[src/rtl/eight_bit_unsigned_sequential_divider_pkg.sv]
// Shared types and default widths for the sequential restoring divider.
package divider_pkg;
  localparam int DIVIDEND_W = 16;
  localparam int DIVISOR_W  = 8;
  localparam int CNT_W      = 4;

  typedef enum logic {IDLE, RUN} state_t;
endpackage

[src/rtl/eight_bit_unsigned_sequential_divider_step.sv]
// One restoring-division step: shift in a dividend bit, subtract the divisor if it fits.
module div_restoring_step
  import divider_pkg::*;
#(
  parameter int DIVISOR_WIDTH = DIVISOR_W
) (
  input  logic [DIVISOR_WIDTH:0]   rem,
  input  logic                     bit_in,
  input  logic [DIVISOR_WIDTH-1:0] divisor,
  output logic [DIVISOR_WIDTH:0]   rem_next,
  output logic                     q_bit
);
  logic [DIVISOR_WIDTH:0] shifted, diff;
  // partial remainder is always below the divisor, so its MSB never carries information
  logic unused_msb;

  assign unused_msb = rem[DIVISOR_WIDTH];
  assign shifted    = {rem[DIVISOR_WIDTH-1:0], bit_in};
  assign diff       = shifted - {1'b0, divisor};
  assign q_bit      = (shifted >= {1'b0, divisor});
  assign rem_next   = q_bit ? diff : shifted;
endmodule

[src/rtl/eight_bit_unsigned_sequential_divider.sv]
// Sequential restoring divider, one quotient bit per clock behind start/busy/done.
// Define DIV_ZERO_FAST_EN to short-circuit divide-by-zero in one cycle and report div_by_zero.
module eight_bit_unsigned_sequential_divider
  import divider_pkg::*;
#(
  parameter int DIVIDEND_WIDTH = DIVIDEND_W,
  parameter int DIVISOR_WIDTH  = DIVISOR_W
) (
  input  logic                      clk,
  input  logic                      rst_n,
  input  logic                      start,
  input  logic [DIVIDEND_WIDTH-1:0] dividend,
  input  logic [DIVISOR_WIDTH-1:0]  divisor,
  output logic                      busy,
  output logic                      done,
  output logic [DIVIDEND_WIDTH-1:0] quotient,
  output logic [DIVISOR_WIDTH-1:0]  remainder,
  output logic                      div_by_zero
);
  localparam int CW = $clog2(DIVIDEND_WIDTH);
  localparam logic [CW-1:0] LAST = CW'(DIVIDEND_WIDTH - 1);

  state_t                    state, state_next;
  logic [CW-1:0]             cnt;
  logic [DIVIDEND_WIDTH-1:0] dvd_sh;
  logic [DIVISOR_WIDTH-1:0]  dsr;
  logic [DIVISOR_WIDTH:0]    rem_r, rem_next;
  logic                      q_bit, accept, step, finish_run;
  logic                      zero_pend, fast_zero, dbz_r;

`ifdef DIV_ZERO_FAST_EN
  assign fast_zero = accept && (divisor == '0);

  always_ff @(posedge clk or negedge rst_n) begin
    if (!rst_n) zero_pend <= 1'b0;
    else        zero_pend <= fast_zero;
  end
`else
  assign fast_zero = 1'b0;
  assign zero_pend = 1'b0;
`endif

  always_ff @(posedge clk or negedge rst_n) begin
    if (!rst_n) state <= IDLE;
    else        state <= state_next;
  end

  always_comb begin
    state_next = state;
    case (state)
      IDLE: if (accept && !fast_zero) state_next = RUN;
      RUN:  if (cnt == LAST)          state_next = IDLE;
      default: state_next = IDLE;
    endcase
  end

  // a pending zero-divisor completion keeps the block busy and blocks new starts
  always_comb begin
    accept     = 1'b0;
    step       = 1'b0;
    finish_run = 1'b0;
    busy       = zero_pend;
    case (state)
      IDLE: accept = start && !zero_pend;
      RUN: begin
        busy       = 1'b1;
        step       = 1'b1;
        finish_run = (cnt == LAST);
      end
      default: ;
    endcase
  end

  div_restoring_step #(.DIVISOR_WIDTH(DIVISOR_WIDTH)) u_step (
    .rem      (rem_r),
    .bit_in   (dvd_sh[DIVIDEND_WIDTH-1]),
    .divisor  (dsr),
    .rem_next (rem_next),
    .q_bit    (q_bit)
  );

  // dividend bits leave the MSB while quotient bits enter the LSB of the same register
  always_ff @(posedge clk or negedge rst_n) begin
    if (!rst_n) begin
      dvd_sh <= '0;
      dsr    <= '0;
      rem_r  <= '0;
      cnt    <= '0;
    end else if (accept) begin
      dvd_sh <= dividend;
      dsr    <= divisor;
      rem_r  <= '0;
      cnt    <= '0;
    end else if (step) begin
      dvd_sh <= {dvd_sh[DIVIDEND_WIDTH-2:0], q_bit};
      rem_r  <= rem_next;
      cnt    <= cnt + 1'b1;
    end
  end

  always_ff @(posedge clk or negedge rst_n) begin
    if (!rst_n) begin
      done      <= 1'b0;
      quotient  <= '0;
      remainder <= '0;
      dbz_r     <= 1'b0;
    end else begin
      done <= finish_run || zero_pend;
      if (finish_run) begin
        quotient  <= {dvd_sh[DIVIDEND_WIDTH-2:0], q_bit};
        remainder <= rem_next[DIVISOR_WIDTH-1:0];
        dbz_r     <= 1'b0;
      end else if (zero_pend) begin
        quotient  <= '1;
        remainder <= dvd_sh[DIVISOR_WIDTH-1:0];
        dbz_r     <= 1'b1;
      end
    end
  end

  assign div_by_zero = dbz_r;
endmodule

[config.mk]
export PLATFORM = sky130hd
export DESIGN_NAME = eight_bit_unsigned_sequential_divider
export DESIGN_NICKNAME = d
export VERILOG_FILES = /design/src/rtl/eight_bit_unsigned_sequential_divider_pkg.sv /design/src/rtl/eight_bit_unsigned_sequential_divider_step.sv /design/src/rtl/eight_bit_unsigned_sequential_divider.sv
export SDC_FILE = /design/constraint.sdc
export NUM_CORES = 1
export LEC_CHECK = 0
export ABC_AREA = 1
export ABC_CLOCK_PERIOD_IN_PS = 3000
export CAP_MARGIN = 20
export CORE_MARGIN = 8
export CORE_UTILIZATION = 58
export CTS_BUF_LIST = sky130_fd_sc_hd__clkbuf_8
export DETAILED_ROUTE_END_ITERATION = 8
export PLACE_DENSITY_LB_ADDON = 0.05
export REMOVE_ABC_BUFFERS = 1
export SLEW_MARGIN = 25
export SYNTH_ARGS = -nofsm -noshare
export SYNTH_HDL_FRONTEND = slang
export SYNTH_SLANG_ARGS = --single-unit
[constraint.sdc]
create_clock -name clk -period 3 [get_ports clk]
set_input_delay 0.9 -clock clk [delete_from_list [all_inputs] [get_ports clk]]
set_output_delay 0.9 -clock clk [all_outputs]
set_load 0.02 [all_outputs]
## Word-level counts from Yosys, hierarchy flattened

Index checks and enable logic that the tools add are counted.

| cells by class | value |
|---|---|
| add/subtract/negate cells | 2 |
| order comparisons | 1 |
| equality and inequality tests | 1 |
| mux-type cells | 13 |
| bitwise logic cells | 1 |
| reduce and logical (&&, ||, !) cells | 1 |

Operators by type and width:

| kind | count |
|---|---|
| 16-bit two-way mux | 2 |
| 8-bit two-way mux | 3 |
| 9-bit by 8-bit greater-or-equal comparator with 1-bit output | 1 |
| 4-bit two-way mux | 2 |
| 8-bit subtractor | 1 |
| 1-bit two-way mux | 5 |
| 4-bit by 1-bit adder with 4-bit output (second input constant) | 1 |
| 4-bit == test (second input constant) | 1 |
| 1-bit one-hot mux with 2 select lines | 1 |
| 2-bit nonzero test | 1 |
| 1-bit NOT | 1 |

| word-level totals | value |
|---|---|
| bits in registers | 62 |
| output and inout bits | 27 |
| word-level logic and storage cells | 27 |

## Logic depth before layout (Yosys ltp)

| depth | value |
|---|---|
| depth after elaboration | 4 |
| depth in mapped cells | 12 |

## By module

A second synthesis with hierarchy kept.

| second synthesis, totals | value |
|---|---|
| cells, all modules | 424 |
| area, all modules | 3402.0 sq um |

Modules (own cells, without submodules):

| module | instances | cells each | area each (sq um) |
|---|---|---|---|
| eight_bit_unsigned_sequential_divider | 1 | 293 | 2701.3 |
| div_restoring_step | 1 | 131 | 700.7 |

## Least setup slack after synthesis

Ideal clock, no wire load.

| timing path | value |
|---|---|
| kind | flip-flop to flip-flop |
| from | register dsr[0] |
| to | register remainder[4] |
| data arrival time | 1.546 ns |
| data required time | 2.934 ns |
| slack | 1.389 ns |
| stages on the path, launching flop included | 11 |
| path buffers | 0 |
| cell sequence | dfrtp_1 ha_1 fa_1 inv_1 nand3_1 nand3_1 xor2_1 nand2_2 nand2_2 nand2_1 nand2_1 |

| on the way | value |
|---|---|
| cells in the longest elaborated chain, start to end | 2 |
| elaborated cells on any way between the ends | 3 |
| those cells by class | add/sub: 1; order compare: 1; mux: 1 |

RTL lines:

| element | line | source |
|---|---|---|
| start, declared | eight_bit_unsigned_sequential_divider.sv:26 | `logic [DIVISOR_WIDTH-1:0] dsr;` |
| start signal, assigned | eight_bit_unsigned_sequential_divider.sv:91 | `dsr <= divisor;` |
| 8-bit subtractor or 9-bit by 8-bit greater-or-equal comparator with 1-bit output (tied branches) | eight_bit_unsigned_sequential_divider_step.sv:19, eight_bit_unsigned_sequential_divider_step.sv:20 |  |
| 8-bit two-way mux (*) | eight_bit_unsigned_sequential_divider_step.sv:21 | `assign rem_next = q_bit ? diff : shifted;` |
| end signal, assigned | eight_bit_unsigned_sequential_divider.sv:111 | `remainder <= rem_next[DIVISOR_WIDTH-1:0];` |
| end signal, assigned | eight_bit_unsigned_sequential_divider.sv:115 | `remainder <= dvd_sh[DIVISOR_WIDTH-1:0];` |
| end, declared | eight_bit_unsigned_sequential_divider.sv:17 | `output logic [DIVISOR_WIDTH-1:0] remainder,` |

Every way passes the cells marked *; elsewhere a longest branch is shown, timed or not.
A chain may end at the register's enable or synchronous reset.

## Worst setup path in the final report

| timing path | value |
|---|---|
| from | register quotient[0] |
| to | output port quotient[0] |

RTL lines:

| element | line | source |
|---|---|---|
| start, declared | eight_bit_unsigned_sequential_divider.sv:16 | `output logic [DIVIDEND_WIDTH-1:0] quotient,` |
| start signal, assigned | eight_bit_unsigned_sequential_divider.sv:110 | `quotient <= {dvd_sh[DIVIDEND_WIDTH-2:0], q_bit};` |

No word-level cell between the ends.

==> flow_summary_export.csv <==
group,metric,value,unit
finish,fill_cells,407,
power_and_ir_drop,power.density,1250,mW/mm^2
clock_tree,h-tree-depth,3,
critical_path,timing.critical_path.cells,"clkdlybuf4s50_1",
finish,seqCellArea,0.00155,mm^2
logic_synthesis,syn_area_per_cell,8.42,um^2
clock_tree,post_cts_resize_count,0,
critical_path,startpoint,"quotient[0]$_DFFE_PN0P_",
floorplan,dieArea,0.00771,mm^2
routing,drt-vias-per-instance,5.07,
place,place_congestion,0.846,
floorplan,ios,54,
min_path,min_from,"remainder[0]$_DFFE_PN0P_",
routing,wire_per_inst,13.7,um
logic_synthesis,ys_seq_area_share,51.9,%
logic_synthesis,synth_cell_types,30,
clock_tree,post-cts-setup-buffer-count,0,
logic_synthesis,ys_ff_latch,62,
grt,grt_pass1_vias,2471,
min_path,hp-class,"flop to flop",
grt,grt_overflow,0,
sta,period_share,74.6,%
clock_tree,clk-insertion-delay-late,350,ps
finish,diodes,0,
place,numPortBuffers,52,
grt,antenna_found_initial,0,
clock_tree,cts_hold_buf,0,
critical_path,required,2100,ps
floorplan,rows,26,
routing,routed_wl,6660,um
grt,grt_pass1_wl,11500,um
sta,setup_viol,0,
place,hpwl,4720,um
clock_tree,cts_root_buf,"clkbuf_8",
sta,relSlewSlack,49.3,%
grt,grtUsageTotal,19.1,%
run,cap_viol_max_count,0,
clock_tree,cts.path.max_buffers,2,
finish,drive_gt1_share,9.13,%
finish,multiInputGateArea,0.00123,mm^2
logic_synthesis,synth_edf_count,0,
critical_path,r2r-start,"state$_DFF_PN0_",
clock_tree,cts.sinks,62,
routing,topRoutingLayerUsed,"met4",
critical_path,crit_type,"flop to output port",
sta,drv_slew,0,
floorplan,die_w,87.8,um
sta,hold_viol,0,
floorplan,start_util,59.3,%
routing,ant_nets,0,
clock_tree,clk_pin_slew,70,ps
floorplan,dieHeight,87.8,um
power_and_ir_drop,leakage,1.86,nW
routing,num_vias,2465,
logic_synthesis,ys.flop_type,"dfrtp_1",
critical_path,crit_arrival,1340,ps
critical_path,worst-path-buf-inv,1,
finish,area_delta_synth_final,26.5,%
logic_synthesis,async_flop_share,100,%
logic_synthesis,yosysWarnings,0,
sta,post-route-min-period,2240,ps
routing,initialDrtViolationCount,120,
sta,clock_skew,16.3,ps
sta,fmax,447,MHz
routing,dr.pass1.iters,4,
sta,rsz0062_at_grt,"no",
routing,met1Wirelength,3030,um
critical_path,critPathTopFamily,"buffers and inverters",
sta,fin_tns_setup,0,ps
critical_path,end_kind,"output port",
power_and_ir_drop,ir_drop,0.000833,V
logic_synthesis,syn-instance-count,355,
floorplan,coreArea,0.00504,mm^2
run_status,status,"complete, no violations",
finish,final_core_util,75.0,%
finish,nets,448,
critical_path,critPathMaxStageDelay,620,ps
clock_tree,cts_tree,"built",
critical_path,startpoint_type,"flop",
routing,dr_wl_met3,437,um
logic_synthesis,syn_area,0.00299,mm^2
sta,tightestPinTransition,760,ps
clock_tree,cts_buffers,9,
critical_path,cp_max_fo,2,
routing,drc_errors,0,
grt,grt_max_degree,63,
routing,met2_length,3050,um
critical_path,cpMaxStageDelayCell,"clkdlybuf4s50_1",
[report_power, final]
group	switching [mW]	total [mW]	internal, mW
sequential	0.226	1.48	1.25
combinational	1.51	2.55	1.03
clock	0.341	0.725	0.384
[routing by layer]
| metal | GRT usage, % | up-vias |
|---|---|---|
| li1 | - | 1246 |
| met1 | 23.6 | 1138 |
| met2 | 30.3 | 68 |
| met3 | 4.88 | 13 |
| met4 | 8.91 | 0 |
| met5 | 0 | - |
[worst register-to-register path: cells and delay by family, from the launching register on]
| family | cells | cell delay (ps) |
|---|---|---|
| buffers and inverters | 4 | 1040 |
| flip-flops | 1 | 350 |
| AND/OR/NAND/NOR | 1 | 220 |
| AO/OA/AOI/OAI | 1 | 210 |
[synthesized netlist by cell type (2+ instances only)]
master	count	area share (%)
a21oi_1	3	0.50
buf_2	7	1.2
clkbuf_1	4	0.50
clkinv_1	2	0.25
dfrtp_1	62	52
ha_1	9	3.8
inv_1	37	4.6
nand2_1	135	17
nand2_2	6	1.3
nand3_1	28	4.7
nand3_2	3	1.0
nand3b_1	2	0.50
nand4_1	3	0.63
nor2_1	8	1.0
nor2_2	3	0.63
o211ai_1	2	0.50
o21ai_0	18	3.0
o21ai_1	2	0.33
o221ai_1	8	2.3
xor2_1	3	0.88
[area by class of cell]
| cell class | instances | share of cell area [%] |
|---|---|---|
| Sequential cell | 62 | 41.0 |
| Inverter | 39 | 3.87 |
| Timing Repair Buffer | 57 | 15.0 |
| Clock buffer | 9 | 3.27 |
| Clock inverter | 7 | 1.92 |
| Multi-Input combinational cell | 242 | 32.6 |
| Tap cell | 70 | 2.32 |
[path summary, 6_finish.rpt]
kind / to / slack [ps] / cells after the start
setup / recovery: quotient[0] / 760 / 1
hold / removal: remainder[0]$_DFFE_PN0P_ / 480 / 2
setup reg to reg: dsr[6]$_DFFE_PN0P_ / 1090 / 6
hold reg to reg: remainder[0]$_DFFE_PN0P_ / 480 / 2
max in group asynchronous: remainder[6]$_DFFE_PN0P_ / 1770 / 2
min in group asynchronous: remainder[2]$_DFFE_PN0P_ / 720 / 2
[state kept, by name, summed over array words and instances (netlist names)]
signal,cells
rem_r,8
quotient,16
state,1
dvd_sh,16
dsr,8
remainder,8
done,1
cnt,4
[through the flow]
step	hold slack [ps]	std cells	area, um^2	power, mW	worst slack, ps
global placement	464	470	3590	3.96	777
finish	481	486	3780	4.75	763
global route	513	486	3780	5.19	720
CTS	484	486	3780	4.78	739
floorplan	455	343	2930	3.26	818
detailed placement	465	470	3590	4.04	689
[cells by family after synthesis]
family / share of synthesized area [%]
AND/OR/NAND/NOR: 28.4
flip-flops: 51.9
buffers and inverters: 6.82
AO/OA/AOI/OAI: 7.45
adder cells (fa/ha/maj): 4.44
XOR/XNOR: 0.879
other: 0.125
[layout by cell type, fill, tap and decap left out, types with 2 or more instances in the layout]
cell type and n:
nand3_2 3, xor2_1 3, o221ai_1 8, clkinv_1 2, a21oi_1 3, nand2_2 6
clkinvlp_4 2, o21ai_1 2, clkbuf_8 9, nand2_1 135, nand3b_1 2, nor2_2 3
clkdlybuf4s50_1 51, buf_4 4, nand3_1 28, o211ai_1 2, inv_1 37, nand4_1 3
ha_1 9, dfrtp_1 62, nor2_1 8, clkinv_2 2, o21ai_0 18
(Power assumes the default switching activity.)
